## config.mk

```make
export PLATFORM = sky130hd
export DESIGN_NAME = inst_tracking_queue
export DESIGN_NICKNAME = d
export VERILOG_FILES = /design/src/rtl/riscv_types_pkg.sv /design/src/rtl/inst_tracking_queue_done_table.sv /design/src/rtl/inst_tracking_queue.sv
export SDC_FILE = /design/constraint.sdc
export NUM_CORES = 1
export LEC_CHECK = 0
export CORE_MARGIN = 3
export CORE_UTILIZATION = 50
export CTS_BUF_LIST = sky130_fd_sc_hd__clkbuf_4 sky130_fd_sc_hd__clkbuf_8 sky130_fd_sc_hd__clkbuf_16
export CTS_CLUSTER_DIAMETER = 120
export DETAILED_ROUTE_END_ITERATION = 7
export PLACE_DENSITY_LB_ADDON = 0.1
export SYNTH_ARGS = -nofsm -noshare
export SYNTH_HDL_FRONTEND = slang
export SYNTH_SLANG_ARGS = --single-unit
```

## constraint.sdc

```tcl
create_clock -name clk -period 7.15 [get_ports clk]
set_clock_uncertainty 0.05 [all_clocks]
set_input_delay 1.43 -clock clk [delete_from_list [all_inputs] [get_ports clk]]
set_output_delay 1.43 -clock clk [all_outputs]
set_load 0.01 [all_outputs]
```

## src/rtl/riscv_types_pkg.sv

```systemverilog
// Shared RISC-V core types used by the instruction tracking queue and its users.
// tracking_retire_t describes one retiring entry for the default core
// configuration (8-entry queue, 4 writeback units).
package riscv_types;

    localparam int INSTRUCTION_QUEUE_DEPTH  = 8;
    localparam int INSTRUCTION_ID_WIDTH     = $clog2(INSTRUCTION_QUEUE_DEPTH);
    localparam int WB_UNITS_COUNT           = 4;
    localparam int WB_UNITS_WIDTH           = $clog2(WB_UNITS_COUNT);
    localparam int TRACKING_QUEUE_DEPTH_MIN = 2;

    typedef logic [INSTRUCTION_ID_WIDTH-1:0] instruction_id_t;
    typedef logic [4:0]                      reg_addr_t;

    typedef struct packed {
        logic [WB_UNITS_WIDTH-1:0] unit_id;
        reg_addr_t                 rd_addr;
        instruction_id_t           id;
    } tracking_retire_t;

endpackage

```

## src/rtl/inst_tracking_queue_done_table.sv

```systemverilog
// Completion bits for the tracking queue. Any number of writeback units may
// set bits in one cycle; retire clears the head bit and flush clears all.
// Reports aimed at entries that are not currently allocated are dropped.
module inst_done_table #(
    parameter int DEPTH    = 8,
    parameter int WB_UNITS = 4,
    parameter int ID_W     = $clog2(DEPTH)
) (
    input  logic                     clk,
    input  logic                     rst,
    input  logic [DEPTH-1:0]         entry_valid,
    input  logic [WB_UNITS-1:0]      set_valid,
    input  logic [WB_UNITS*ID_W-1:0] set_id,
    input  logic                     clr_valid,
    input  logic [ID_W-1:0]          clr_id,
    input  logic                     clr_all,
    output logic [DEPTH-1:0]         done
);

    logic [DEPTH-1:0] done_next;

    // Merge all set ports, then clear; clear wins on a same-entry collision.
    always_comb begin
        done_next = done;
        for (int u = 0; u < WB_UNITS; u++) begin
            if (set_valid[u] && entry_valid[set_id[u*ID_W +: ID_W]]) begin
                done_next[set_id[u*ID_W +: ID_W]] = 1'b1;
            end
        end
        if (clr_valid) begin
            done_next[clr_id] = 1'b0;
        end
        if (clr_all) begin
            done_next = '0;
        end
    end

    // Done bit register.
    always_ff @(posedge clk or posedge rst) begin
        if (rst) begin
            done <= '0;
        end else begin
            done <= done_next;
        end
    end

endmodule

```

## src/rtl/inst_tracking_queue.sv

```systemverilog
// In-order instruction tracking queue. Allocates an ID at issue, accepts
// out-of-order completion reports from WB_UNITS execution units, and retires
// strictly in issue order. No issue bypass when full.
// Optional feature: define TRACKING_QUEUE_FLUSH_EN to add the flush port,
// which discards every entry and resets the pointers at the end of the cycle.
module inst_tracking_queue
    import riscv_types::*;
#(
    parameter int DEPTH    = 8,
    parameter int WB_UNITS = 4,
    parameter int ID_W     = $clog2(DEPTH),
    parameter int UNIT_W   = $clog2(WB_UNITS)
) (
    input  logic                     clk,
    input  logic                     rst,
`ifdef TRACKING_QUEUE_FLUSH_EN
    input  logic                     flush,
`endif
    input  logic                     issue_valid,
    input  logic [UNIT_W-1:0]        issue_unit_id,
    input  logic [4:0]               issue_rd_addr,
    output logic                     issue_ready,
    output logic [ID_W-1:0]          issue_id,
    input  logic [WB_UNITS-1:0]      done_valid,
    input  logic [WB_UNITS*ID_W-1:0] done_id,
    output logic                     retire_valid,
    input  logic                     retire_ready,
    output logic [UNIT_W-1:0]        retire_unit_id,
    output logic [4:0]               retire_rd_addr,
    output logic [ID_W-1:0]          retire_id,
    output logic [ID_W:0]            count,
    output logic                     empty
);

    localparam logic [ID_W:0] FULL_COUNT = (ID_W+1)'(DEPTH);

    logic [DEPTH-1:0]  valid_q;
    logic [DEPTH-1:0]  done_w;
    logic [UNIT_W-1:0] unit_q [DEPTH];
    reg_addr_t         rd_q   [DEPTH];
    logic [ID_W-1:0]   head_q;
    logic [ID_W-1:0]   tail_q;
    logic [ID_W:0]     count_q;
    logic              flush_w;
    logic              issue_fire;
    logic              retire_fire;

`ifdef TRACKING_QUEUE_FLUSH_EN
    assign flush_w = flush;
`else
    assign flush_w = 1'b0;
`endif

    assign issue_ready    = (count_q != FULL_COUNT);
    assign issue_id       = tail_q;
    assign retire_valid   = valid_q[head_q] && done_w[head_q];
    assign retire_unit_id = unit_q[head_q];
    assign retire_rd_addr = rd_q[head_q];
    assign retire_id      = head_q;
    assign count          = count_q;
    assign empty          = (count_q == '0);

    assign issue_fire  = issue_valid && issue_ready;
    assign retire_fire = retire_valid && retire_ready;

    // Valid bits, pointers and occupancy; flush overrides any same-cycle event.
    always_ff @(posedge clk or posedge rst) begin
        if (rst) begin
            valid_q <= '0;
            head_q  <= '0;
            tail_q  <= '0;
            count_q <= '0;
        end else if (flush_w) begin
            valid_q <= '0;
            head_q  <= '0;
            tail_q  <= '0;
            count_q <= '0;
        end else begin
            if (retire_fire) begin
                valid_q[head_q] <= 1'b0;
                head_q          <= head_q + ID_W'(1);
            end
            if (issue_fire) begin
                valid_q[tail_q] <= 1'b1;
                tail_q          <= tail_q + ID_W'(1);
            end
            case ({issue_fire, retire_fire})
                2'b10:   count_q <= count_q + (ID_W+1)'(1);
                2'b01:   count_q <= count_q - (ID_W+1)'(1);
                default: count_q <= count_q;
            endcase
        end
    end

    // Entry payload captured at issue; reset so retire fields read 0 out of reset.
    always_ff @(posedge clk or posedge rst) begin
        if (rst) begin
            for (int i = 0; i < DEPTH; i++) begin
                unit_q[i] <= '0;
                rd_q[i]   <= '0;
            end
        end else if (issue_fire && !flush_w) begin
            unit_q[tail_q] <= issue_unit_id;
            rd_q[tail_q]   <= issue_rd_addr;
        end
    end

    inst_done_table #(
        .DEPTH    (DEPTH),
        .WB_UNITS (WB_UNITS),
        .ID_W     (ID_W)
    ) u_done_table (
        .clk         (clk),
        .rst         (rst),
        .entry_valid (valid_q),
        .set_valid   (done_valid),
        .set_id      (done_id),
        .clr_valid   (retire_fire),
        .clr_id      (head_q),
        .clr_all     (flush_w),
        .done        (done_w)
    );

endmodule

```

==> metrics list <==
- Post-cts sizing count: 0
- The first global-routing pass estimated 15.56 mm of wire.
* Mean cell area of the mapped netlist: between 10 and 15 sq um
* Cell area after placement: slightly below 5000 sq um
* Maximum fanout along the worst path: 22
- Clock Tree Buf Depth: 2
* Total power after layout: approximately 2.4 mW
* Main combinational cell family by area after synthesis: multiplexers
* Total of buffers placed on input and output ports: 46
- First element of the critical path: retire_id[1]$_DFFE_PP0N_
* Worst hold path class: reg -> reg
- Number of global-route vias before repair: 3057
* Antenna violations before repair: 0
- In the final routed layout, each cell accounts on average for 18.97 um.
- At the worst endpoint, the required time is roughly 5700 ps.
- Total core area: between 8000 and 9000 sq um
- Top flip-flop cell by instance count after synthesis: dfrtp_1
- For this run, design rule violations remaining after detail routing come to 0.
- Summing over every cut layer, the via total after detailed routing is 2905.
* Count of hold buffers inserted by post-cts repair: 0
* Root buffer cell: clkbuf_8
* Post-synth EDFFs: 0
* Crit end category: output pin
* Area delta synth->final: 17.14%
* Number of synthesized register bits: between 80 and 90
* Compound-Gate Fraction of Synth Area: around 6.2%
- At the end of the flow, the number of nets in the layout was around 410.
- The number of pins with negative max-slew slack in the final report was 0.
- In this run the vertical extent of the chip is 99.44 um.
* GPL Wtd Cong: about 0.9
- The worst setup path is of the reg -> out kind.
* Post-synthesis xor/xnor area fraction: between 1 and 1.5%
- The floorplan step defined a die boundary enclosing slightly below 10000 sq um.
- Final wirelength: 9.294 mm
- P per Cell Area: ~460 nW/um^2
- Synth warn: 0
- Startpoint Class: flop
- Setup repair after global routing left no endpoint under its margin.
* Reg-to-reg endpoint: count[3]$_DFFE_PP0P_
* Result of the run: finished, final reports clean
- Based on the critical path, the design can be clocked at up to 0.2403 GHz.
- Number of instances in the synthesized netlist: approximately 340
- Clock tree synthesis inserted a total of 9 buffers.
* Largest cells by area after synthesis: dfrtp_1 (47%), mux2_2 (16%), mux4_2 (8.8%)
* Fraction of registers with async set/reset: 100.0%
- Summed over all layers, the global routing overflow is 0.
- Excluding fillers, the count of instances in the completed layout stands at 490.
- Number of DRC violations after detailed-routing iteration 0: 155
- Synth Area in Adders: ~1.9%
- Source-to-sink clock delay at the later pin of the worst-skew pair: 350 ps
- Worst slack after detailed placement: 3044 ps
- Setup total negative slack on the finished layout was measured at 0 ps.
- Summed over its instances, the top area cell type makes up between 40% and 50% of the synthesized netlist area.
- Share of synthesized cell area in and, or, nand and nor gates: about an eighth
- Most numerous cell types in the synthesized netlist: dfrtp_1 (82), mux2_2 (62), nor2_1 (19)
- At the pin with the least slew margin, the transition time is about 1000 ps.
* Reg2Reg Depth: 12
- The count of endpoints failing hold in the final timing report came to 0.
- Cell internal power dissipation: around 1.5 mW
- Sequential cells burn about two fifths of the power.
- The count of nets left with antenna violations once routing finished came out at 0.
- Final setup violation count: 0
* Final non-filler cell area: ~5000 sq um
- Net switching power figure: around 0.83 mW
- The first detailed-routing pass ran for 4 iterations.
* Clock input transition at the sequential cells of the worst setup and hold paths: approximately 90 ps
* Number of max-cap violations: 0
- 47 I/O pins were placed.
- Synth Cell Area: 4365 sq um
* Share of cells above drive strength 1: 29.61%
* Share of synthesized area spent on multiplexers: between 20 and 30%
- Sequential elements use 47.00% of the synthesized area.
- Using the TritonRoute via totals, the vias-per-cell ratio works out to 5.929.
- R2R Path Start: retire_id[1]$_DFFE_PP0N_
- The floorplan has 33 rows.
* Post-route fraction of the period consumed by the critical path: about three fifths
- In the post-synthesis netlist, the cell with the most instances is dfrtp_1.
- In this run switching power makes up between 30% and 40% of total power.
- Combinational logic burns about 45% of the power.
* Inserted Diodes: 0
- The critical path ends at retire_rd_addr[1].
- Overall Global Routing Usage: ~20%
* Area leader, netlist: dfrtp_1
- Setup slack on the critical path of the routed design comes to between 2000 and 3000 ps.
- Buffers inserted during post-CTS setup optimization: 0
- For the worst setup path, the data arrival time is ~2700 ps.
- Leakage component of the power: ~2.1 nW
* Clock group share of total power: between 10% and 20%
* Number of clock sinks: between 80 and 90
* Flop2flop setup slack: roughly 3800 ps
* Total nets after synthesis: between 300 and 400
* Clock tree from TritonCTS: built
- Largest net degree at the start of global routing: slightly above 80
- The filler cells instantiated in the layout total ~680.
- In this run the number of H-tree levels came out at 3.
- The die is between 90 and 100 um wide.
* Shortest clock period the worst path allows after layout: approximately 4200 ps
* Number of cells after detailed placement: roughly 470
- Across the VDD grid, the largest voltage drop is 0.2349 mV.
- The initial utilization of the core area, before any placement, comes to between 50% and 60%.
- Detailed placement finished with a half-perimeter wire length of 6.482 mm.
* Number of distinct library cell variants in the gate-level netlist after synthesis: between 40 and 50
- Relative slew slack: a little under a third
[power groups by stage]
stage                     clock network (mW)  registers, mW  logic (mW)
after floorplan                            0          0.822       0.817
after global placement                     0          0.931        1.06
after detailed placement                   0          0.935        1.08
after CTS                              0.385          0.926        1.09
after global routing                   0.405          0.961        1.18
final                                  0.377          0.927        1.07
[through the flow]
stage	util [%]	hold WS [ps]
2_1_floorplan	-	423.9
3_3_place_gp	58.61	432.0
3_5_place_dp	58.61	440.7
4_1_cts	61.31	459.7
5_1_grt	61.31	477.0
6_report	61.31	457.8
[how the worst min path moves through the flow]
stage                        startpoint             endpoint  slack [ps]  depth (start not counted)
detailed placement  rd_q[8]$_DFFE_PP0P_  rd_q[8]$_DFFE_PP0P_         440                          1
CTS                 rd_q[8]$_DFFE_PP0P_  rd_q[8]$_DFFE_PP0P_         460                          1
global route        rd_q[8]$_DFFE_PP0P_  rd_q[8]$_DFFE_PP0P_         480                          1
global placement    rd_q[8]$_DFFE_PP0P_  rd_q[8]$_DFFE_PP0P_         430                          1
floorplan           rd_q[5]$_DFFE_PP0P_  rd_q[5]$_DFFE_PP0P_         420                          1
finish              rd_q[4]$_DFFE_PP0P_  rd_q[4]$_DFFE_PP0P_         460                          1
[sequential cells by signal (all words and copies together), names as in the netlist]
| register | flops |
|---|---|
| retire_id | 3 |
| rd_q | 40 |
| count | 4 |
| u_done_table.done | 8 |
| valid_q | 8 |
| issue_id | 3 |
| unit_q | 16 |
[cell usage in the layout, fill, tap and decap left out, types with 3 or more instances in the layout]
cell | netlist | layout
dfrtp_1 | 82 | 82
mux2_2 | 62 | 62
clkdlybuf4s50_1 | 0 | 46
nor2_1 | 19 | 19
mux4_2 | 17 | 17
nand2_1 | 16 | 16
mux2i_1 | 13 | 13
nand3_1 | 10 | 10
o21ai_0 | 9 | 9
clkbuf_8 | 0 | 9
a21oi_1 | 8 | 8
nor2b_1 | 8 | 8
inv_1 | 7 | 6
a31oi_1 | 6 | 6
nand2b_1 | 6 | 6
xnor2_1 | 5 | 5
a22oi_1 | 5 | 5
ha_1 | 5 | 5
nand4_1 | 4 | 4
a311oi_1 | 4 | 4
mux2_4 | 3 | 3
nor4_1 | 3 | 3
[final cells by class]
| type | count | area, sq um | share of cell area, % |
|---|---|---|---|
| clock buffer | 9 | 123.9 | 2.422 |
| multi-input combinational | 231 | 2186 | 42.75 |
| clock inverter | 7 | 101.3 | 1.982 |
| sequential | 82 | 2052 | 40.13 |
| timing repair buffer | 48 | 475.5 | 9.298 |
| tap | 105 | 131.4 | 2.569 |
| inverter | 8 | 43.79 | 0.8564 |
[worst max-delay path: stages (launching register included)]
cell             delay (ps)
dfrtp_1                 970
mux4_2                  600
mux2_2                  280
clkdlybuf4s50_1         480
[kinds of logic (layout without fill, tap and decap cells)]
group / after synthesis / in the layout
mux: 95 / 95
flops: 82 / 82
xor+xnor: 7 / 7
compound gates: 40 / 40
simple gates: 83 / 83
fa+ha+maj: 6 / 6
buf+inv: 22 / 72
[layer usage]
layer / GRT usage, % / part of all wire (%) / vias up
met5: 0 / 0 / -
met4: 6.197 / 1.6 / 0
met3: 4.137 / 5.1 / 19
met2: 34.09 / 49 / 98
met1: 26.67 / 44 / 1438
li1: - / - / 1350
Power figures use the tool's default switching activity.
